<file path="src/rtl/comparator_serial_pkg.sv">
// Shared constants for comparator_serial: FSM state encoding and result-flag bit positions.
// Build option: COMPARATOR_SIGNED_CMP_EN (see comparator_serial.sv).
package comparator_pkg;

    localparam logic [1:0] ST_IDLE = 2'd0;
    localparam logic [1:0] ST_CMP  = 2'd1;
    localparam logic [1:0] ST_DONE = 2'd2;

    localparam int FLAG_LT   = 0;
    localparam int FLAG_EQ   = 1;
    localparam int FLAG_GT   = 2;
    localparam int NUM_FLAGS = 3;

    function automatic logic [NUM_FLAGS-1:0] makeFlags(input logic lt, input logic eq, input logic gt);
        logic [NUM_FLAGS-1:0] v;
        v = '0;
        v[FLAG_LT] = lt;
        v[FLAG_EQ] = eq;
        v[FLAG_GT] = gt;
        return v;
    endfunction

endpackage

</file>
<file path="src/rtl/comparator_serial_if.sv">
// Operand/result handshake bundle for comparator_serial; the producer/consumer side is the master.
interface comparator_serial_if #(
    parameter int WIDTH = 16
);

    logic             in_valid;
    logic             in_ready;
    logic [WIDTH-1:0] a;
    logic [WIDTH-1:0] b;
    logic             out_valid;
    logic             out_ready;
    logic             lt;
    logic             eq;
    logic             gt;

    modport master (
        output in_valid, a, b, out_ready,
        input  in_ready, out_valid, lt, eq, gt
    );

    modport slave (
        input  in_valid, a, b, out_ready,
        output in_ready, out_valid, lt, eq, gt
    );

endinterface

</file>
<file path="src/rtl/comparator_serial_chunk_cmp.sv">
// Combinational magnitude comparator for one CHUNK-wide slice of the operands.
module chunk_cmp #(
    parameter int CHUNK = 4
) (
    input  logic [CHUNK-1:0] i_a,
    input  logic [CHUNK-1:0] i_b,
    output logic             o_lt,
    output logic             o_eq,
    output logic             o_gt
);

    assign o_lt = (i_a <  i_b);
    assign o_eq = (i_a == i_b);
    assign o_gt = (i_a >  i_b);

endmodule

</file>
<file path="src/rtl/comparator_serial.sv">
// Serial magnitude comparator: walks the operands CHUNK bits per cycle from the MSB end, exiting early.
// Define COMPARATOR_SIGNED_CMP_EN for two's-complement operands; unsigned otherwise.
module comparator_serial #(
    parameter int WIDTH = 16,
    parameter int CHUNK = 4
) (
    input  logic                 clk,
    input  logic                 rst_n,
    comparator_serial_if.slave   bus
);

    import comparator_pkg::*;

    localparam int N     = WIDTH / CHUNK;
    localparam int IDX_W = (N > 1) ? $clog2(N) : 1;
    localparam logic [IDX_W-1:0] IDX_LAST = IDX_W'(N - 1);

    generate
        if ((CHUNK < 1) || (CHUNK > WIDTH) || ((WIDTH % CHUNK) != 0)) begin : g_bad_cfg
            $error("comparator_serial: WIDTH must be a non-zero multiple of CHUNK");
        end
    endgenerate

    logic [1:0]           r_state;
    logic [WIDTH-1:0]     r_a;
    logic [WIDTH-1:0]     r_b;
    logic [IDX_W-1:0]     r_idx;
    logic [NUM_FLAGS-1:0] r_flags;

    logic [CHUNK-1:0]     w_sel_a;
    logic [CHUNK-1:0]     w_sel_b;
    logic [CHUNK-1:0]     w_op_a;
    logic [CHUNK-1:0]     w_op_b;
    logic                 w_lt;
    logic                 w_eq;
    logic                 w_gt;
    logic                 w_done;

    assign w_sel_a = r_a[int'(r_idx) * CHUNK +: CHUNK];
    assign w_sel_b = r_b[int'(r_idx) * CHUNK +: CHUNK];

`ifdef COMPARATOR_SIGNED_CMP_EN
    // Flipping the sign bit maps two's-complement order onto unsigned order.
    localparam logic [CHUNK-1:0] SIGN_MASK = CHUNK'(1) << (CHUNK - 1);
    assign w_op_a = (r_idx == IDX_LAST) ? (w_sel_a ^ SIGN_MASK) : w_sel_a;
    assign w_op_b = (r_idx == IDX_LAST) ? (w_sel_b ^ SIGN_MASK) : w_sel_b;
`else
    assign w_op_a = w_sel_a;
    assign w_op_b = w_sel_b;
`endif

    chunk_cmp #(
        .CHUNK (CHUNK)
    ) u_chunk_cmp (
        .i_a  (w_op_a),
        .i_b  (w_op_b),
        .o_lt (w_lt),
        .o_eq (w_eq),
        .o_gt (w_gt)
    );

    always_ff @(posedge clk or negedge rst_n) begin
        if (!rst_n) begin
            r_state <= ST_IDLE;
            r_a     <= '0;
            r_b     <= '0;
            r_idx   <= '0;
            r_flags <= '0;
        end else begin
            case (r_state)
                ST_IDLE: begin
                    if (bus.in_valid) begin
                        r_a     <= bus.a;
                        r_b     <= bus.b;
                        r_idx   <= IDX_LAST;
                        r_state <= ST_CMP;
                    end
                end
                ST_CMP: begin
                    if (!w_eq) begin
                        r_flags <= makeFlags(w_lt, 1'b0, w_gt);
                        r_state <= ST_DONE;
                    end else if (r_idx == '0) begin
                        r_flags <= makeFlags(1'b0, 1'b1, 1'b0);
                        r_state <= ST_DONE;
                    end else begin
                        r_idx <= r_idx - IDX_W'(1);
                    end
                end
                ST_DONE: begin
                    if (bus.out_ready) begin
                        r_flags <= '0;
                        r_state <= ST_IDLE;
                    end
                end
                default: begin
                    r_state <= ST_IDLE;
                end
            endcase
        end
    end

    // Outputs decode straight from state so reset clears them without waiting for a clock.
    assign w_done        = (r_state == ST_DONE);
    assign bus.in_ready  = (r_state == ST_IDLE);
    assign bus.out_valid = w_done;
    assign bus.lt        = w_done & r_flags[FLAG_LT];
    assign bus.eq        = w_done & r_flags[FLAG_EQ];
    assign bus.gt        = w_done & r_flags[FLAG_GT];

endmodule

</file>
<file path="src/flat_wrapper.sv">
// flat-port wrapper written by rule: the top's interface ports become plain ports
module comparator_serial_flat import comparator_pkg::*;
#(
    parameter int WIDTH = 16,
    parameter int CHUNK = 4
)
  (clk, rst_n, bus_in_valid, bus_a, bus_b, bus_out_ready, bus_in_ready, bus_out_valid, bus_lt, bus_eq, bus_gt);
  comparator_serial_if #(.WIDTH(WIDTH)) bus_i ();
  input  logic clk;
  input  logic rst_n;
  input wire logic [$bits(bus_i.in_valid)-1:0] bus_in_valid;
  input wire logic [$bits(bus_i.a)-1:0] bus_a;
  input wire logic [$bits(bus_i.b)-1:0] bus_b;
  input wire logic [$bits(bus_i.out_ready)-1:0] bus_out_ready;
  output wire logic [$bits(bus_i.in_ready)-1:0] bus_in_ready;
  output wire logic [$bits(bus_i.out_valid)-1:0] bus_out_valid;
  output wire logic [$bits(bus_i.lt)-1:0] bus_lt;
  output wire logic [$bits(bus_i.eq)-1:0] bus_eq;
  output wire logic [$bits(bus_i.gt)-1:0] bus_gt;
  assign bus_i.in_valid = bus_in_valid;
  assign bus_i.a = bus_a;
  assign bus_i.b = bus_b;
  assign bus_i.out_ready = bus_out_ready;
  assign bus_in_ready = bus_i.in_ready;
  assign bus_out_valid = bus_i.out_valid;
  assign bus_lt = bus_i.lt;
  assign bus_eq = bus_i.eq;
  assign bus_gt = bus_i.gt;
  comparator_serial #(.WIDTH(WIDTH), .CHUNK(CHUNK)) u_core (.clk(clk), .rst_n(rst_n), .bus(bus_i));
endmodule
</file>
<file path="config.mk">
export PLATFORM = sky130hd
export DESIGN_NAME = comparator_serial_flat
export DESIGN_NICKNAME = d
export VERILOG_FILES = /design/src/rtl/comparator_serial_pkg.sv /design/src/rtl/comparator_serial_if.sv /design/src/rtl/comparator_serial_chunk_cmp.sv /design/src/rtl/comparator_serial.sv /design/src/flat_wrapper.sv
export SDC_FILE = /design/constraint.sdc
export NUM_CORES = 1
export LEC_CHECK = 0
export ABC_AREA = 1
export CAP_MARGIN = 20
export CORE_MARGIN = 1
export CORE_UTILIZATION = 50
export CTS_CLUSTER_SIZE = 16
export DETAILED_ROUTE_END_ITERATION = 8
export PLACE_DENSITY_LB_ADDON = 0.12
export SLEW_MARGIN = 25
export SYNTH_ARGS = -nofsm -noshare
export SYNTH_HDL_FRONTEND = slang
export SYNTH_SLANG_ARGS = --single-unit
export TNS_END_PERCENT = 100
</file>
<file path="constraint.sdc">
create_clock -name clk -period 4.3 [get_ports clk]
set_input_delay 0.86 -clock clk [delete_from_list [all_inputs] [get_ports clk]]
set_output_delay 0.86 -clock clk [all_outputs]
set_load 0.005 [all_outputs]
</file>
==> impl_metrics.toml <==
[run_status]
status = "completed"

[finish]
n_antenna_cell = 0
multi_input_area_um2 = 993
ff_latch_area_um2 = 976
nNetsFinal = 273
drive_gt1_frac = 0.187
syn_to_final_growth_pct = 23.7
fillerInstances = 330
instances_no_fill = 280

[timing]
finalWorstSetupSlack_ns = 1.69
tightestPinTransition_ns = 0.855
min_period_ns = 2.61
setup_viol = 0
max_freq_ghz = 0.384
slew_headroom = 0.430
tns_ns = 0
skew_ns = 0.00668
maxSlewViolCount = 0
period_share = 0.606
rsz0062_at_grt = "no"
hold_viol = 0

[synth]
seq_area_frac_synth = 0.468
synth_fa_ha_area_frac = 0.0480
synthCells = 190
synth_area_um2 = 2080
synth-xor-area-share = 0
synth_fp_nets = 234
synth-seq-cells = 39
synth_compound_area_frac = 0.0817
synthMuxAreaShare = 0.227
synthDistinctLibCells = 21
synthSimpleGateAreaFrac = 0.120
yosysWarningCount = 0
synth_top_family_by_area = "multiplexers"
post_synth.cell_area_avg_um2 = 11.0

[cts]
cts_resized = 0
cts_buffers = 5
htreeDepth = 2
ctsLongestPathBuffers = 2
path_clk_slew_ns = 0.07
cts.sinks = 39
worstSkewPairLatency_ns = 0.29
hold_buffers = 0
tritoncts = "done"
ctsRootBufferMaster = "clkbuf_8"
post_cts_buffers = 0

[route]
vias = 1439
detail-route-antenna-nets = 0
drc_errors = 0
drt_iter0_drc = 62
routed_wl_um = 4010
via_per_inst = 5.14
avgRoutedWirePerCell_um = 14.3
dr.pass1.iters = 4

[setup_path]
reg2reg_from = "u_core.r_idx[0]"
worstSetupPathType = "register to primary output"
endpoint_kind = "primary output"
r2r_cells = 10
critPathLaunchType = "register"
cp_common_cell = "inv_1"
crit_chain = "inv_1, ha_1, nand2_1, inv_1, clkdlybuf4s50_1"
crit_start = "u_core.r_state[0]"
worstPathMaxFanout = 8
required_ns = 3.44
worstPathArrival_ns = 1.75
cpMaxStageDelayCell = "clkdlybuf4s50_1"
max_stage_delay_ns = 0.48

[pwr]
p_per_area_nw_per_um2 = 768
vdd_drop_max_mv = 0.322
leakagePower_nw = 1.27

[global_routing]
grt_usage = 0.206
grt_antenna_before_repair = 0
grt_pass1_vias = 1449
gr-max-usage-layer = "met2"
gr-usage-met1 = 0.256
grt_util_met3 = 0.0428
grt_pass1_wl_um = 6690
grt_overflow = 0
grt_util_met2 = 0.341
grt_max_degree = 40

[floorplan]
fp-row-count = 23
dieArea_um2 = 4430
start_util = 0.521
core_area_um2 = 4000
pin_count = 41
die_w_um = 66.6
die_y_um = 66.6

[worst_hold_path]
min_from = "u_core.r_flags[0]"
hp-class = "register to register"
whs_path_depth = 2

[placement]
post-place-ws_ns = 1.92
dp.cells = 272
globalplace.congestion = 0.763
port_buffers = 40
place_hpwl_um = 2840

[flow_run]
max-cap-violations = 0
-- sequential cells by signal, indices dropped and copies added, names as in the netlist --
name            count
u_core.r_a         16
u_core.r_b         16
u_core.r_flags      3
u_core.r_idx        2
u_core.r_state      2
-- layout by cell type, fill, tap and decap left out --
cell type,instances
mux2_4,30
o22a_1,4
nand2_4,1
inv_2,1
nand3_1,8
a21oi_1,1
clkdlybuf4s50_1,39
clkbuf_1,1
o21bai_1,1
a21boi_0,1
buf_2,1
dfrtp_1,39
nand2_1,32
inv_1,12
ha_1,8
nor2_2,1
o22ai_1,4
o21ai_0,18
nor2_1,18
nor3_1,1
mux2_2,2
clkbuf_8,7
-- report_power, final --
group | leakage, nW | internal (mW) | switching [mW]
Clock | 0.0515 | 0.146 | 0.120
Combinational | 0.753 | 0.533 | 0.480
Sequential | 0.463 | 0.555 | 0.143
Total | 1.27 | 1.23 | 0.744
-- logic make-up (layout without fill, tap and decap cells) --
logic type / Yosys count / count (layout)
buf+inv: 21 / 61
simple gates: 61 / 61
fa+ha+maj: 8 / 8
compound gates: 29 / 29
flops: 39 / 39
mux: 32 / 32
-- worst max-delay path: cells and delay by family, from the launching register on --
kind	cells	cell delay, ns
simple gates	1	0.09
buf+inv	3	0.63
fa+ha+maj	1	0.31
flops	1	0.41
-- final timing paths --
check | endpoint | slack [ns]
worst max-delay path | bus_lt | 1.69
worst min-delay path | u_core.r_flags[0] | 0.47
worst max register to register | u_core.r_flags[2] | 1.93
worst min register to register | u_core.r_flags[0] | 0.47
max in group asynchronous | u_core.r_a[10] | 3.08
min in group asynchronous | u_core.r_a[11] | 0.68
-- synthesized netlist by cell type --
| library cell | instances | area, um^2 |
|---|---|---|
| a21boi_0 | 1 | 7.51 |
| inv_1 | 12 | 45.0 |
| mux2_2 | 2 | 22.5 |
| o22ai_1 | 4 | 25.0 |
| nand2_1 | 32 | 120 |
| o21ai_0 | 18 | 90.1 |
| nand2_4 | 1 | 11.3 |
| nor2_2 | 1 | 6.26 |
| o22a_1 | 4 | 35.0 |
| nor3_1 | 1 | 5.00 |
| mux2_4 | 30 | 450 |
| a21oi_1 | 1 | 5.00 |
| o21bai_1 | 1 | 7.51 |
| ha_1 | 8 | 100 |
| nand3_1 | 8 | 40.0 |
| clkbuf_2 | 2 | 10.0 |
| buf_2 | 2 | 10.0 |
| dfrtp_1 | 39 | 976 |
| nor2_1 | 18 | 67.6 |
| inv_2 | 1 | 3.75 |
| buf_6 | 4 | 45.0 |
-- through the flow --
step	total power [mW]	utilization	hold WS, ns	instance area (um^2)
after floorplan	1.49	-	0.442	2080
after global placement	1.67	0.619	0.456	2480
after detailed placement	1.72	0.619	0.459	2480
after CTS	2.00	0.644	0.477	2580
after global routing	2.16	0.644	0.522	2580
final	1.98	0.644	0.474	2580
-- per-layer routing --
metal,vias up,share of wire
li1,714,-
met1,687,0.46
met2,31,0.49
met3,7,0.030
met4,0,0.017
met5,-,0
-- layout make-up --
| cell class | instances | area share |
|---|---|---|
| Clock buffer | 8 | 0.0389 |
| Inverter | 13 | 0.0189 |
| Multi-Input combinational cell | 130 | 0.386 |
| Sequential cell | 39 | 0.379 |
| Tap cell | 50 | 0.0243 |
| Timing Repair Buffer | 40 | 0.153 |
(Power assumes the default switching activity.)
==> RTL change, RTL diff (same flow settings) <==
`WIDTH` is set to 16 in 3 places; all go to 8.
--- a/src/rtl/comparator_serial_if.sv
+++ b/src/rtl/comparator_serial_if.sv
@@ -1,6 +1,6 @@
 // Operand/result handshake bundle for comparator_serial; the producer/consumer side is the master.
 interface comparator_serial_if #(
-    parameter int WIDTH = 16
+    parameter int WIDTH = 8
 );
 
     logic             in_valid;
--- a/src/rtl/comparator_serial.sv
+++ b/src/rtl/comparator_serial.sv
@@ -1,7 +1,7 @@
 // Serial magnitude comparator: walks the operands CHUNK bits per cycle from the MSB end, exiting early.
 // Define COMPARATOR_SIGNED_CMP_EN for two's-complement operands; unsigned otherwise.
 module comparator_serial #(
-    parameter int WIDTH = 16,
+    parameter int WIDTH = 8,
     parameter int CHUNK = 4
 ) (
     input  logic                 clk,
--- a/src/flat_wrapper.sv
+++ b/src/flat_wrapper.sv
@@ -1,7 +1,7 @@
 // flat-port wrapper written by rule: the top's interface ports become plain ports
 module comparator_serial_flat import comparator_pkg::*;
 #(
-    parameter int WIDTH = 16,
+    parameter int WIDTH = 8,
     parameter int CHUNK = 4
 )
   (clk, rst_n, bus_in_valid, bus_a, bus_b, bus_out_ready, bus_in_ready, bus_out_valid, bus_lt, bus_eq, bus_gt);
Ports: changed (resized bus_a and bus_b); port bits go from 41 to 25. The function was not compared with the original's and may differ.
==> RTL change against the original RTL <==
  * Total power is 48% lower
  * First-iteration DRC count is 66% lower
  * Area after synthesis is 43% lower
  * Die area is 42% lower
  * Design area is 44% lower
  * Routed wire length is 47% lower
  * Sequential cell count is 17 lower
  * Critical endpoint unchanged
  * Largest cell class is now flip-flops and latches
  * Worst setup slack better by 9.9 ps
==> RTL change: results (changes against the original RTL) <==
\begin{tabular}{lr}
\hline
Metric & Value \\
\hline
\multicolumn{2}{l}{\textbf{Run status}} \\
Outcome & finished clean \\
\multicolumn{2}{l}{\textbf{STA}} \\
Minimum hold slack & 497.8 ps (+23.58 ps) \\
Worst Clk Skew & 2.642 ps (-4.043 ps) \\
\multicolumn{2}{l}{\textbf{Pwr}} \\
Power consumption & 1.027 mW (-48\%) \\
Switching power share of the total & 43.84\% (+6.2 points) \\
Seq. pwr & 0.376 mW (-46\%) \\
Reported leakage power & 0.7605 nW (-40\%) \\
Worst IR Drop VDD & 0.0003681 V (+14\%) \\
\multicolumn{2}{l}{\textbf{Placement}} \\
Worst setup slack before clock tree synthesis & 1867 ps (-57.38 ps) \\
Cell area reported after detailed placement & 0.001430 mm2 (-42\%) \\
\multicolumn{2}{l}{\textbf{Cells and area}} \\
Ratio of cells with drive above 1 in the final layout & 5.294\% (-13 points) \\
Seq cells & 22 (-44\%) \\
Combined area of the multi-input logic cells & 540.5 um2 (-46\%) \\
Multi-Input Combinational & 104 (-20\%) \\
Largest registers & u\_core.r\_a (8), u\_core.r\_b (8), u\_core.r\_flags (3) \\
Filler cell count in the final layout & 195 (-41\%) \\
Number of buffers other than clock buffers in the final layout & 24 (-40\%) \\
Non-clock inverters & 17 (+4) \\
Relative area of non-clock buffer cells in the final design & 16.25\% (+0.90 points) \\
Sequential cell area & 550.5 um2 (-44\%) \\
\multicolumn{2}{l}{\textbf{Critical path}} \\
Worst flop-to-flop path startpoint & u\_core.r\_idx \\
Number of cell instances on the worst register-to-register path & 8 (-2) \\
Max FO, Critical Path & 6 (-2) \\
\multicolumn{2}{l}{\textbf{Worst hold path}} \\
Worst min-delay path class & input port to asynchronous set/reset pin \\
\multicolumn{2}{l}{\textbf{Synth}} \\
Mapped Nets & 176 (-25\%) \\
Post-synthesis adder-cell area fraction & 8.466\% (+3.7 points) \\
Seq/Total Area, Yosys & 46.56\% (-0.29 points) \\
Leading cell types by count after synthesis & sky130\_fd\_sc\_hd\_\_nand2\_1, sky130\_fd\_sc\_hd\_\_dfrtp\_1, sky130\_fd\_sc\_hd\_\_inv\_1 \\
\multicolumn{2}{l}{\textbf{Route}} \\
Detailed route wirelength on metal3 & 98 um (-18\%) \\
Total Wirelength & 2118 um (-47\%) \\
Total met2 wirelength after detailed routing & 947 um (-52\%) \\
Metal-1 WL & 1027 um (-44\%) \\
Average wire length per cell after detail routing & 10.70 um (-25\%) \\
\multicolumn{2}{l}{\textbf{GRT}} \\
Tot GR Track Use & 20.13\% (-0.46 points) \\
Global-route wire length before repair & 3774 um (-44\%) \\
Via count of the first global-routing pass & 894 (-38\%) \\
\multicolumn{2}{l}{\textbf{Clocking}} \\
Clock root cell & sky130\_fd\_sc\_hd\_\_clkbuf\_4 \\
\multicolumn{2}{l}{\textbf{Floorplanning}} \\
Tap cells & 28 (-44\%) \\
\hline
\end{tabular}
-- RTL change: cell types whose count changed in the layout (fill, tap and decap cells not counted), moves of 4 or more --
cell / delta
sky130_fd_sc_hd__o21ai_0: -9
sky130_fd_sc_hd__clkdlybuf4s50_1: -16
sky130_fd_sc_hd__clkbuf_8: -7
sky130_fd_sc_hd__mux2_4: -30
sky130_fd_sc_hd__o22ai_1: -4
sky130_fd_sc_hd__nor2_1: -16
sky130_fd_sc_hd__mux2i_1: +4
sky130_fd_sc_hd__nand3_1: -6
sky130_fd_sc_hd__inv_1: +4
sky130_fd_sc_hd__o22a_1: -4
sky130_fd_sc_hd__dfrtp_1: -17
sky130_fd_sc_hd__nand2_1: +37
-- RTL change: per-layer routing --
metal  vias up  track usage (%)
met5         -                0
met4         0            9.722
met3         5            3.939
met2        26            33.56
met1       418            24.80
li1        500                -
-- RTL change: cell families after synthesis --
family / Yosys count
mux: 4
simple gates: 77
buf+inv: 22
flops: 22
fa+ha+maj: 8
compound gates: 15
